## config.mk

```make
export PLATFORM = sky130hd
export DESIGN_NAME = seq_event_logger
export DESIGN_NICKNAME = d
export VERILOG_FILES = /design/src/rtl/seq_log_pkg.sv /design/src/rtl/seq_log_fifo.sv /design/src/rtl/seq_event_logger.sv
export SDC_FILE = /design/constraint.sdc
export NUM_CORES = 1
export LEC_CHECK = 0
export BUFFER_PORTS_ARGS = -buffer_cell sky130_fd_sc_hd__buf_2
export CAP_MARGIN = 20
export CORE_ASPECT_RATIO = 0.7
export CORE_UTILIZATION = 54
export DETAILED_ROUTE_END_ITERATION = 16
export PLACE_DENSITY = 0.75
export SKIP_LAST_GASP = 1
export SLEW_MARGIN = 20
export SYNTH_ARGS = -nofsm -noshare
export SYNTH_HDL_FRONTEND = slang
export SYNTH_SLANG_ARGS = --single-unit
```

## constraint.sdc

```tcl
create_clock -name clk -period 3.16 [get_ports clk]
set_input_delay 0.474 -clock clk [delete_from_list [all_inputs] [get_ports clk]]
set_output_delay 0.474 -clock clk [all_outputs]
set_load 0.02 [all_outputs]
```

## src/rtl/seq_log_pkg.sv

```systemverilog
// Shared types, default sizes and helpers for the sequence event logger.
package seq_log_pkg;

  typedef enum logic [1:0] {
    DISARMED = 2'b00,
    ARMED    = 2'b01,
    HALTED   = 2'b10
  } log_state_e;

  localparam int DEF_TS_W  = 16;
  localparam int DEF_DEPTH = 8;
  localparam int DEF_CNT_W = 16;

  // Increment v, holding at the all-ones value of a w-bit counter (w < 64).
  function automatic logic [63:0] sat_inc(input logic [63:0] v, input int w);
    logic [63:0] max_v;
    max_v = (64'd1 << w) - 64'd1;
    return (v >= max_v) ? v : v + 64'd1;
  endfunction

endpackage

```

## src/rtl/seq_log_fifo.sv

```systemverilog
// First-word-fall-through FIFO; a push into a full FIFO is accepted only when a pop frees the slot.
module seq_log_fifo #(
  parameter int W     = 16,
  parameter int DEPTH = 8
) (
  input  logic                     clk,
  input  logic                     reset,
  input  logic                     push,
  input  logic [W-1:0]             din,
  input  logic                     pop,
  output logic [W-1:0]             dout,
  output logic                     full,
  output logic                     empty,
  output logic [$clog2(DEPTH):0]   level
);

  localparam int AW = $clog2(DEPTH);
  localparam int LW = AW + 1;

  logic [W-1:0]  mem [DEPTH];
  logic [AW-1:0] rd_ptr;
  logic [AW-1:0] wr_ptr;
  logic          do_push;
  logic          do_pop;

  assign empty   = (level == '0);
  assign full    = (level == LW'(DEPTH));
  assign do_pop  = pop && !empty;
  assign do_push = push && (!full || do_pop);
  assign dout    = empty ? '0 : mem[rd_ptr];

  // NOTE: storage is deliberately not reset; validity is tracked by level alone.
  always_ff @(posedge clk) begin
    if (do_push) mem[wr_ptr] <= din;
  end

  // NOTE: sequential state uses non-blocking assignments so every register samples pre-edge values.
  always_ff @(posedge clk or posedge reset) begin
    if (reset) begin
      rd_ptr <= '0;
      wr_ptr <= '0;
      level  <= '0;
    end else begin
      if (do_push) wr_ptr <= wr_ptr + AW'(1);
      if (do_pop)  rd_ptr <= rd_ptr + AW'(1);
      level <= level + LW'(do_push) - LW'(do_pop);
    end
  end

endmodule

```

## src/rtl/seq_event_logger.sv

```systemverilog
// Timestamps detector pulses into a FWFT FIFO with saturating status counters.
// Optional registered threshold/overflow interrupt when SEQ_LOG_IRQ_EN is defined.
module seq_event_logger
  import seq_log_pkg::*;
#(
  parameter int TS_W         = DEF_TS_W,
  parameter int DEPTH        = DEF_DEPTH,
  parameter int CNT_W        = DEF_CNT_W,
  parameter int DET_LAT      = 1,
  parameter int STOP_ON_FULL = 0
`ifdef SEQ_LOG_IRQ_EN
  , parameter int IRQ_THRESH = DEPTH / 2
`endif
) (
  input  logic                     clk,
  input  logic                     reset,
  input  logic                     arm,
  input  logic                     disarm,
  input  logic                     detect_in,
  output logic                     evt_valid,
  input  logic                     evt_ready,
  output logic [TS_W-1:0]          evt_ts,
  output logic [$clog2(DEPTH):0]   level,
  output logic [CNT_W-1:0]         total_cnt,
  output logic [CNT_W-1:0]         drop_cnt,
  output logic                     overflow,
`ifdef SEQ_LOG_IRQ_EN
  output logic                     irq,
`endif
  output logic [1:0]               state_o
);

  localparam int LW = $clog2(DEPTH) + 1;

  log_state_e      state;
  logic [TS_W-1:0] ts_cnt;
  logic            fifo_full;
  logic            fifo_empty;
  logic            logging;
  logic            pop;
  logic            drop;

  assign state_o   = state;
  assign evt_valid = !fifo_empty;
  assign pop       = evt_valid && evt_ready;
  assign logging   = (state == ARMED) && detect_in;
  // A full FIFO only loses the event when nothing leaves in the same cycle.
  assign drop      = logging && fifo_full && !pop;

  seq_log_fifo #(
    .W     (TS_W),
    .DEPTH (DEPTH)
  ) u_fifo (
    .clk   (clk),
    .reset (reset),
    .push  (logging),
    .din   (ts_cnt - TS_W'(DET_LAT)),
    .pop   (pop),
    .dout  (evt_ts),
    .full  (fifo_full),
    .empty (fifo_empty),
    .level (level)
  );

  always_ff @(posedge clk or posedge reset) begin
    if (reset) begin
      state     <= DISARMED;
      ts_cnt    <= '0;
      total_cnt <= '0;
      drop_cnt  <= '0;
      overflow  <= 1'b0;
    end else begin
      case (state)
        DISARMED: begin
          if (arm && !disarm) begin
            state     <= ARMED;
            ts_cnt    <= '0;
            total_cnt <= '0;
            drop_cnt  <= '0;
            overflow  <= 1'b0;
          end
        end
        ARMED: begin
          ts_cnt <= ts_cnt + TS_W'(1);
          if (detect_in) total_cnt <= CNT_W'(sat_inc(64'(total_cnt), CNT_W));
          if (drop) begin
            drop_cnt <= CNT_W'(sat_inc(64'(drop_cnt), CNT_W));
            overflow <= 1'b1;
          end
          if (disarm)                           state <= DISARMED;
          else if (drop && STOP_ON_FULL != 0)   state <= HALTED;
        end
        HALTED: begin
          if (disarm) state <= DISARMED;
        end
        default: state <= DISARMED;
      endcase
    end
  end

`ifdef SEQ_LOG_IRQ_EN
  localparam logic [LW-1:0] IRQ_LVL = LW'(IRQ_THRESH);

  always_ff @(posedge clk or posedge reset) begin
    if (reset) irq <= 1'b0;
    else       irq <= (level >= IRQ_LVL) || overflow;
  end
`endif

endmodule

```

==> flow_summary.yaml, run 1 <==
run_status:
  status: "finished clean"
clock_network:
  clkSlewWorstSetupHoldPaths_ns: 0.07
  cts_buffers: 17
  htree_levels: 4
  cts_tree: "built"
  post_cts_resized: 0
  insertion_delay_ns: 0.43
  post-cts-setup-buffer-count: 0
  cts_hold_buf: 0
  clk_path_buf_depth: 2
  clock_sinks: 188
  cts.root.buffer_cell: "clkbuf_16"
final_layout:
  nets: 685
  nFillCells: 1028
  areaGrowthSynthToFinish_pct: 13.9
  antenna_cells: 0
  layout-drive-gt1-share_pct: 23.8
yosys:
  ys_ff_latch: 188
  postSynthNetCount: 612
  synth-async-reset-ratio_pct: 31.9
  ys_seq_area_share_pct: 64.1
  syn_area_um2: 8330
  yosysMostFrequentCell: "edfxtp_1"
  synth_ff_type: "edfxtp_1"
  synth_cell_types: 58
  synth.yosys.warnings: 0
  synth_area_leader_cell: "edfxtp_1"
  synth_edf_count: 128
  synth_top_cell_area_share_pct: 46.1
  syn_inst: 594
  synth_common_cells: "128 x edfxtp_1, 60 x dfrtp_1, 52 x nand2_1"
  syn_area_per_cell_um2: 14.0
  synth_area_leaders: "edfxtp_1 46%, dfrtp_1 18%, mux4_2 8.6%, mux2i_1 3.0%, nand2_1 2.3%"
floorplan:
  dieArea_um2: 15900
  ioPinCount: 62
  coreArea_um2: 14900
  die_w_um: 150
  die-height_um: 106
  initial_utilization_pct: 56.1
  num_rows: 37
pwr:
  internal_power_uw: 5210
  p_leak_uw: 0.00376
  power_frac_comb_pct: 31.2
  switching_share_pct: 32.4
  power_frac_clock_pct: 26.8
  seqPwrFrac_pct: 42.0
  netSwitchingPower_uw: 2500
  irDropWorstVdd_v: 0.000447
  total_power_uw: 7710
  power_per_cell_area_nw_per_um2: 812
placement:
  place_hpwl_mm: 11.2
  gp_congestion: 0.862
  port_buffers: 60
route:
  route.met3.wl_um: 975
  final_antenna_net_count: 0
  routedWlPerCell_um: 19.3
  vias: 5191
  drcViolationCount: 0
  routedLengthMet1_mm: 7.70
  first_pass_iters: 5
  viasPerCell: 5.93
  met2_length_mm: 8.01
  drtIter0Drc: 508
  dr.max_layer_used: "met4"
  routed_wl_mm: 16.9
sta:
  hold_viol_final: 0
  finalCritPeriodShare_pct: 81.5
  max_slew_margin_pct: 46.7
  setup_tns_ns: 0
  clock.fmax_mhz: 388
  finClkSkew_ns: 0.00756
  maxSlewViolCount: 0
  worst_slew_pin_slew_ns: 0.792
  rsz0062_at_grt: "no"
  fin_crit_ns: 2.57
  setup_viol_count_final: 0
run:
  drv_cap: 0
setup_path:
  critPathLaunchType: "register"
  crit_fanout: 11
  path_class: "register to register"
  cp.required_ns: 3.28
  arrival_ns: 2.70
  crit_path_end_kind: "register"
global_routing:
  grt-ovfl-total: 0
  grt_pass1_wl_mm: 27.3
  antenna_found_initial: 0
  grt_start_max_net_pins: 35
  first_global_vias: 5106
  grtUsageTotal_pct: 23.1
min_path:
  hold_class: "input pin to asynchronous set/reset pin"
-- registers in the layout, indices dropped and copies added, names as in the netlist --
signal         cells
ts_cnt            16
u_fifo.mem       128
drop_cnt          16
total_cnt         16
u_fifo.wr_ptr      3
u_fifo.rd_ptr      3
u_fifo.level       4
overflow           1
state_o            1
-- per-stage QoR --
stage	hold slack, ns	std cells	setup slack [ns]	cell area (um^2)	utilization (%)
2_1_floorplan	0.465	594	0.404	8340	-
3_3_place_gp	0.461	843	0.775	8920	60.0
3_5_place_dp	0.488	843	0.659	8920	60.0
4_1_cts	0.152	875	0.554	9490	63.9
5_1_grt	0.193	875	0.490	9490	63.9
6_report	0.140	875	0.585	9490	63.9
-- worst paths after layout --
check,from,depth (start not counted),end,slack [ns]
max in group asynchronous,reset,3,ts_cnt[9],2.33
worst max register to register,u_fifo.level[2],7,u_fifo.mem[2][12],0.59
min in group clk,disarm,2,state_o[0],0.22
worst min-delay path,reset,2,total_cnt[11],0.14
worst max-delay path,u_fifo.level[2],7,u_fifo.mem[2][12],0.59
worst min register to register,overflow,2,overflow,0.49
-- metal layers --
layer	vias to the layer above	global-route usage, %
met5	-	0
met2	175	34.7
met3	22	5.06
met4	0	8.44
li1	2383	-
met1	2611	33.4
-- cell type report --
type	instances	area (um^2)	share of cell area [%]
inverter	18	67.6	0.712
clock buffer	18	429	4.52
sequential	188	5350	56.3
multi-input combinational	362	2800	29.5
timing repair buffer	80	463	4.88
tap	195	244	2.57
clock inverter	14	143	1.50
-- logic make-up after synthesis --
group / Yosys count / synth area share (%)
adder cells (fa/ha/maj): 12 / 1.89
other: 1 / 0.0450
multiplexers: 59 / 11.9
AO/OA/AOI/OAI: 71 / 5.33
flip-flops: 188 / 64.1
buffers and inverters: 44 / 2.43
XOR/XNOR: 23 / 2.42
AND/OR/NAND/NOR: 196 / 11.8
-- power groups by stage --
stage	Clock, uW	Combinational [uW]	Sequential, uW
final	2070	2410	3230
after global routing	2200	2620	3260
after CTS	2100	2440	3230
after detailed placement	0	2400	3280
after global placement	0	2350	3270
after floorplan	0	1690	3280
-- layout by cell type (no fill, tap or decap), drive strengths merged, types with 9 or more instances in the layout --
cell    instances
xor2           13
nand3          29
xnor2          10
edfxtp        128
inv            22
nor3           19
buf            80
o21ai          34
nor2           40
ha             11
nand2          53
dfrtp          60
mux4           32
clkbuf         18
a21o            9
a21oi          11
nand4          12
mux2i          25
-- critical path, stage by stage (launching register included) --
cell      delay [ns]
dfrtp_1         0.35
inv_1           0.09
ha_1            0.23
or2b_2          0.34
a31oi_1         0.51
nand2b_1        0.26
nor2_1          0.24
buf_4           0.26
Power figures use the tool's default switching activity.
==> run 2, diff against run 1 <==
--- a/config.mk
+++ b/config.mk
@@ -8,9 +8,9 @@
 export BUFFER_PORTS_ARGS = -buffer_cell sky130_fd_sc_hd__buf_2
 export CAP_MARGIN = 20
 export CORE_ASPECT_RATIO = 0.7
-export CORE_UTILIZATION = 54
+export CORE_UTILIZATION = 59
 export DETAILED_ROUTE_END_ITERATION = 16
-export PLACE_DENSITY = 0.75
+export PLACE_DENSITY = 0.77
 export SKIP_LAST_GASP = 1
 export SLEW_MARGIN = 20
 export SYNTH_ARGS = -nofsm -noshare
==> constraint.sdc (replaced) <==
create_clock -name clk -period 2.4 [get_ports clk]
set_input_delay 0.36 -clock clk [delete_from_list [all_inputs] [get_ports clk]]
set_output_delay 0.36 -clock clk [all_outputs]
set_load 0.02 [all_outputs]
==> flow_summary.yaml, run 2 (synthesis gave the netlist of run 1 again) <==
run_status:
  status: "finished with violations"
  failed_checks: "negative setup slack"
final_layout:
  post-route-cell-area_um2: 9850
  layout_common_cells: "128 x edfxtp_1, 60 x buf_2, 59 x dfrtp_1, 51 x nand2_1"
  areaGrowthSynthToFinish_pct: 18.2
  antenna_cells: 0
  layout_commonest_cell: "edfxtp_1"
  largest_reg_flops: 128
  nets: 705
  max_flop_register: "u_fifo.mem"
  layout-drive-gt1-share_pct: 28.0
  final_cells: 885
pwr:
  power_frac_clock_pct: 25.2
  seqPwrFrac_pct: 40.7
  internal_power_uw: 6970
  p_leak_uw: 0.00389
  irDropWorstVdd_v: 0.000763
  total_power_uw: 10500
  netSwitchingPower_uw: 3530
  power_frac_comb_pct: 34.1
  switching_share_pct: 33.6
  power_per_cell_area_nw_per_um2: 1060
clock_network:
  clk_path_buf_depth: 2
  clkSlewWorstSetupHoldPaths_ns: 0.07
  cts_buffers: 17
  cts.root.buffer_cell: "clkbuf_16"
  cts_tree: "built"
  htree_levels: 4
  clock_sinks: 188
  insertion_delay_ns: 0.43
run:
  drv_cap: 0
setup_path:
  path_class: "register to primary output"
  crit_path_end_kind: "primary output"
  crit_start: "u_fifo.rd_ptr[0]"
  r2r-start: "u_fifo.level[1]"
  critPathLaunchType: "register"
  rr_worst_depth: 8
  arrival_ns: 2.06
  cp.required_ns: 2.04
  crit_fanout: 16
min_path:
  holdPathStages: 2
  hold_class: "input pin to register"
  worstHoldStart: "disarm"
sta:
  max_slew_margin_pct: 58.4
  hold_ws_ns: 0.100
  rsz0062_at_grt: "yes"
  fin_crit_ns: 2.42
  worst_slack_ns: -0.0236
  maxSlewViolCount: 0
  finalCritPeriodShare_pct: 101
  setup_viol_count_final: 3
  finClkSkew_ns: 0.0129
  hold_viol_final: 0
  worst_slew_pin_slew_ns: 0.622
  clock.fmax_mhz: 413
placement:
  placed_cells: 844
  placed_area_um2: 9180
  port_buffers: 60
  gp_congestion: 0.862
  place_hpwl_mm: 11.1
floorplan:
  num_rows: 35
  die-height_um: 101
  dieArea_um2: 14600
  coreArea_um2: 13400
  initial_utilization_pct: 62.0
  die_w_um: 144
  ioPinCount: 62
route:
  routed_wl_mm: 17.4
  final_antenna_net_count: 0
  routedWlPerCell_um: 19.7
  drtIter0Drc: 505
  drcViolationCount: 0
  viasPerCell: 6.05
  first_pass_iters: 5
  vias: 5358
global_routing:
  grtUsageTotal_pct: 26.2
  grt_start_max_net_pins: 35
  grt_pass1_wl_mm: 27.5
  antenna_found_initial: 0
  grt-ovfl-total: 0
  first_global_vias: 5018
run 2: cell types whose count changed in the layout (fill, tap and decap cells not counted), sizes merged:
cell and delta:
buf +19, bufinv -2, clkinv -3, clkinvlp +3, dlygate4sd3 +1, inv +2
run 2: worst paths after layout:
kind / end / slack [ns]
worst max-delay path: evt_ts[0] / -0.02
worst min register to register: overflow / 0.49
min in group asynchronous: drop_cnt[0] / 0.49
worst min-delay path: state_o[0] / 0.10
worst max register to register: u_fifo.level[2] / 0.13
max in group asynchronous: ts_cnt[4] / 1.25
run 2: layout make-up:
type | instances | area [um^2]
clock inverter | 14 | 131
inverter | 18 | 67.6
clock buffer | 18 | 429
sequential | 188 | 5350
multi-input combinational | 362 | 2890
tap | 185 | 231
fill | 864 | 3590
timing repair buffer | 100 | 753
run 2: layer usage:
| metal | vias up | part of all wire [%] | global-route usage (%) |
|---|---|---|---|
| met5 | - | 0 | 0 |
| met2 | 193 | 47 | 39.3 |
| met1 | 2712 | 47 | 38.8 |
| li1 | 2432 | - | - |
| met4 | 0 | 1.2 | 9.33 |
| met3 | 21 | 4.9 | 5.20 |
run 2: repair_timing:
item | in CTS | in global routing
buffers inserted | 4 | 4
setup endpoints to repair | 12 | 24
gates resized for setup | 2 | 2
gates cloned | 1 | 0
hold endpoints to repair | 20 | 0
hold buffers | 1 | 0
run 2: power by group through the flow:
stage / Clock [uW] / Combinational, uW / Sequential, uW
floorplan: 0 / 2280 / 4330
global placement: 0 / 3290 / 4300
detailed placement: 0 / 3390 / 4330
CTS: 2700 / 3590 / 4270
global route: 2820 / 3920 / 4300
finish: 2650 / 3580 / 4270
run 2: critical path, stage by stage (launching register included):
cell	delay, ns
dfrtp_2	0.41
buf_12	0.18
mux4_2	0.54
mux2i_1	0.23
nor2_1	0.09
buf_2	0.17
run 2: through the flow:
stage               setup TNS [ns]  util [%]  setup slack [ns]
global route                -0.799      73.3            -0.120
finish                     -0.0392      73.3           -0.0236
CTS                         -0.114      73.1           -0.0487
detailed placement               0      68.3             0.165
global placement                 0      68.3             0.258
floorplan                   -0.665         -           -0.0241
==> run 3, diff against run 2 <==
--- a/config.mk
+++ b/config.mk
@@ -10,7 +10,7 @@
 export CORE_ASPECT_RATIO = 0.7
 export CORE_UTILIZATION = 59
 export DETAILED_ROUTE_END_ITERATION = 16
-export PLACE_DENSITY = 0.77
+export PLACE_DENSITY = 0.87
 export SKIP_LAST_GASP = 1
 export SLEW_MARGIN = 20
 export SYNTH_ARGS = -nofsm -noshare
==> flow_summary.yaml, run 3 (synthesis gave the netlist of run 1 again) <==
setup_path:
  crit_path_end_kind: "primary output"
  timing.rr.end: "u_fifo.mem[3][15]"
  cp.required_ns: 2.04
  arrival_ns: 2.09
  r2r_setup_slack_ns: 0.01
  crit_fanout: 8
  r2r-start: "ts_cnt[8]"
  rr_worst_depth: 5
  path_class: "register to primary output"
  critPathLaunchType: "register"
pwr:
  irDropWorstVdd_v: 0.000857
  power_frac_comb_pct: 35.8
  internal_power_uw: 7120
  power_frac_clock_pct: 24.5
  switching_share_pct: 34.3
  seqPwrFrac_pct: 39.7
  p_leak_uw: 0.00392
  netSwitchingPower_uw: 3710
  power_per_cell_area_nw_per_um2: 1090
global_routing:
  grtUsageTotal_pct: 27.1
  first_global_vias: 5410
  antenna_found_initial: 0
  grt_pass1_wl_mm: 29.0
  grt-ovfl-total: 0
  grt_start_max_net_pins: 36
min_path:
  worstHoldStart: "disarm"
  holdPathStages: 2
  hold_class: "input pin to register"
  min_to: "state_o[0]"
final_layout:
  areaGrowthSynthToFinish_pct: 19.2
  max_flop_register: "u_fifo.mem"
  nets: 704
  layout_commonest_cell: "edfxtp_1"
  layout-drive-gt1-share_pct: 28.0
  layout_common_cells: "128 x edfxtp_1, 59 x dfrtp_1, 55 x buf_2, 51 x nand2_1"
  nFillCells: 776
  post-route-cell-area_um2: 9930
  antenna_cells: 0
  largest_reg_flops: 128
route:
  final_antenna_net_count: 0
  first_pass_iters: 5
  drcViolationCount: 0
  vias: 5548
  routed_wl_mm: 19.1
  drtIter0Drc: 781
  routedWlPerCell_um: 21.6
  viasPerCell: 6.28
floorplan:
  ioPinCount: 62
  num_rows: 35
  die_w_um: 144
  coreArea_um2: 13400
  dieArea_um2: 14600
  initial_utilization_pct: 62.0
  die-height_um: 101
placement:
  preCtsSetupSlack_ns: 0.0506
  placed_area_um2: 9200
  port_buffers: 60
  place_hpwl_mm: 11.8
  gp_congestion: 0.852
sta:
  hold_viol_final: 0
  max_slew_margin_pct: 52.3
  clock.fmax_mhz: 408
  fin_crit_ns: 2.45
  worst_slew_pin_slew_ns: 0.711
  rsz0062_at_grt: "yes"
  setup_viol_count_final: 10
  worst_slack_ns: -0.0523
  finalCritPeriodShare_pct: 102
  maxSlewViolCount: 0
  finClkSkew_ns: 0.0141
clock_network:
  clkSlewWorstSetupHoldPaths_ns: 0.07
  cts_buffers: 17
  clock_sinks: 188
  insertion_delay_ns: 0.44
  clk_path_buf_depth: 2
  htree_levels: 4
  cts.root.buffer_cell: "clkbuf_16"
  cts_tree: "built"
run:
  drv_cap: 0
run_status:
  failed_checks: "negative setup slack"
  status: "finished with violations"
run 3: power groups by stage:
| stage | Sequential, uW | Combinational, uW | Clock (uW) |
|---|---|---|---|
| global placement | 4330 | 3260 | 0 |
| finish | 4300 | 3870 | 2650 |
| detailed placement | 4350 | 3430 | 0 |
| floorplan | 4330 | 2280 | 0 |
| CTS | 4300 | 3570 | 2670 |
| global route | 4330 | 4130 | 2810 |
run 3: timing repair:
item	CTS	global route
pin swaps	0	5
endpoints found under the hold margin	23	0
gates resized for setup	1	9
buffers inserted	0	2
hold buffers	1	0
setup endpoints to repair	12	36
gates cloned	1	3
run 3: how the worst max path moves through the flow:
stage / start / to / slack (ns) / depth (start not counted)
2_1_floorplan: u_fifo.level[2] / u_fifo.mem[0][0] / -0.02 / 6
3_3_place_gp: ts_cnt[8] / u_fifo.mem[4][15] / 0.24 / 5
3_5_place_dp: ts_cnt[8] / u_fifo.mem[5][15] / 0.05 / 5
4_1_cts: u_fifo.rd_ptr[0] / evt_ts[9] / -0.08 / 5
5_1_grt: u_fifo.rd_ptr[0] / evt_ts[0] / -0.11 / 6
6_report: u_fifo.rd_ptr[0] / evt_ts[14] / -0.05 / 6
run 3: routing by layer:
metal,GRT usage [%],routed length [um],up-vias
met1,38.0,7960,2798
li1,-,-,2427
met5,0,0,-
met2,43.5,9420,286
met4,8.76,319,0
met3,5.15,1380,37
run 3: area by class of cell:
cell class              count  area (um^2)  area share, %
flip-flops and latches    188         5350           53.8
multi-input cells         362         2900           29.2
repair buffers             99          831           8.36
clock buffers              17          425           4.28
well taps                 185          231           2.33
clock inverters            15          134           1.35
inverters                  18         67.6          0.680
run 3: worst max-delay path, stage by stage (launching register included):
cell and delay [ns]:
dfrtp_2 0.38, buf_12 0.14, buf_16 0.16, mux4_2 0.53
mux2i_1 0.19, nor2_1 0.09, buf_2 0.17
run 3: per-stage QoR:
stage	hold WS, ns	util [%]	instances	total power, uW	TNS, ns
after floorplan	0.426	-	594	6610	-0.665
after global placement	0.438	68.4	845	7600	0
after detailed placement	0.450	68.4	845	7790	0
after CTS	0.0961	72.9	879	10500	-0.738
after global routing	0.0886	73.9	884	11300	-2.01
final	0.103	73.9	884	10800	-0.329
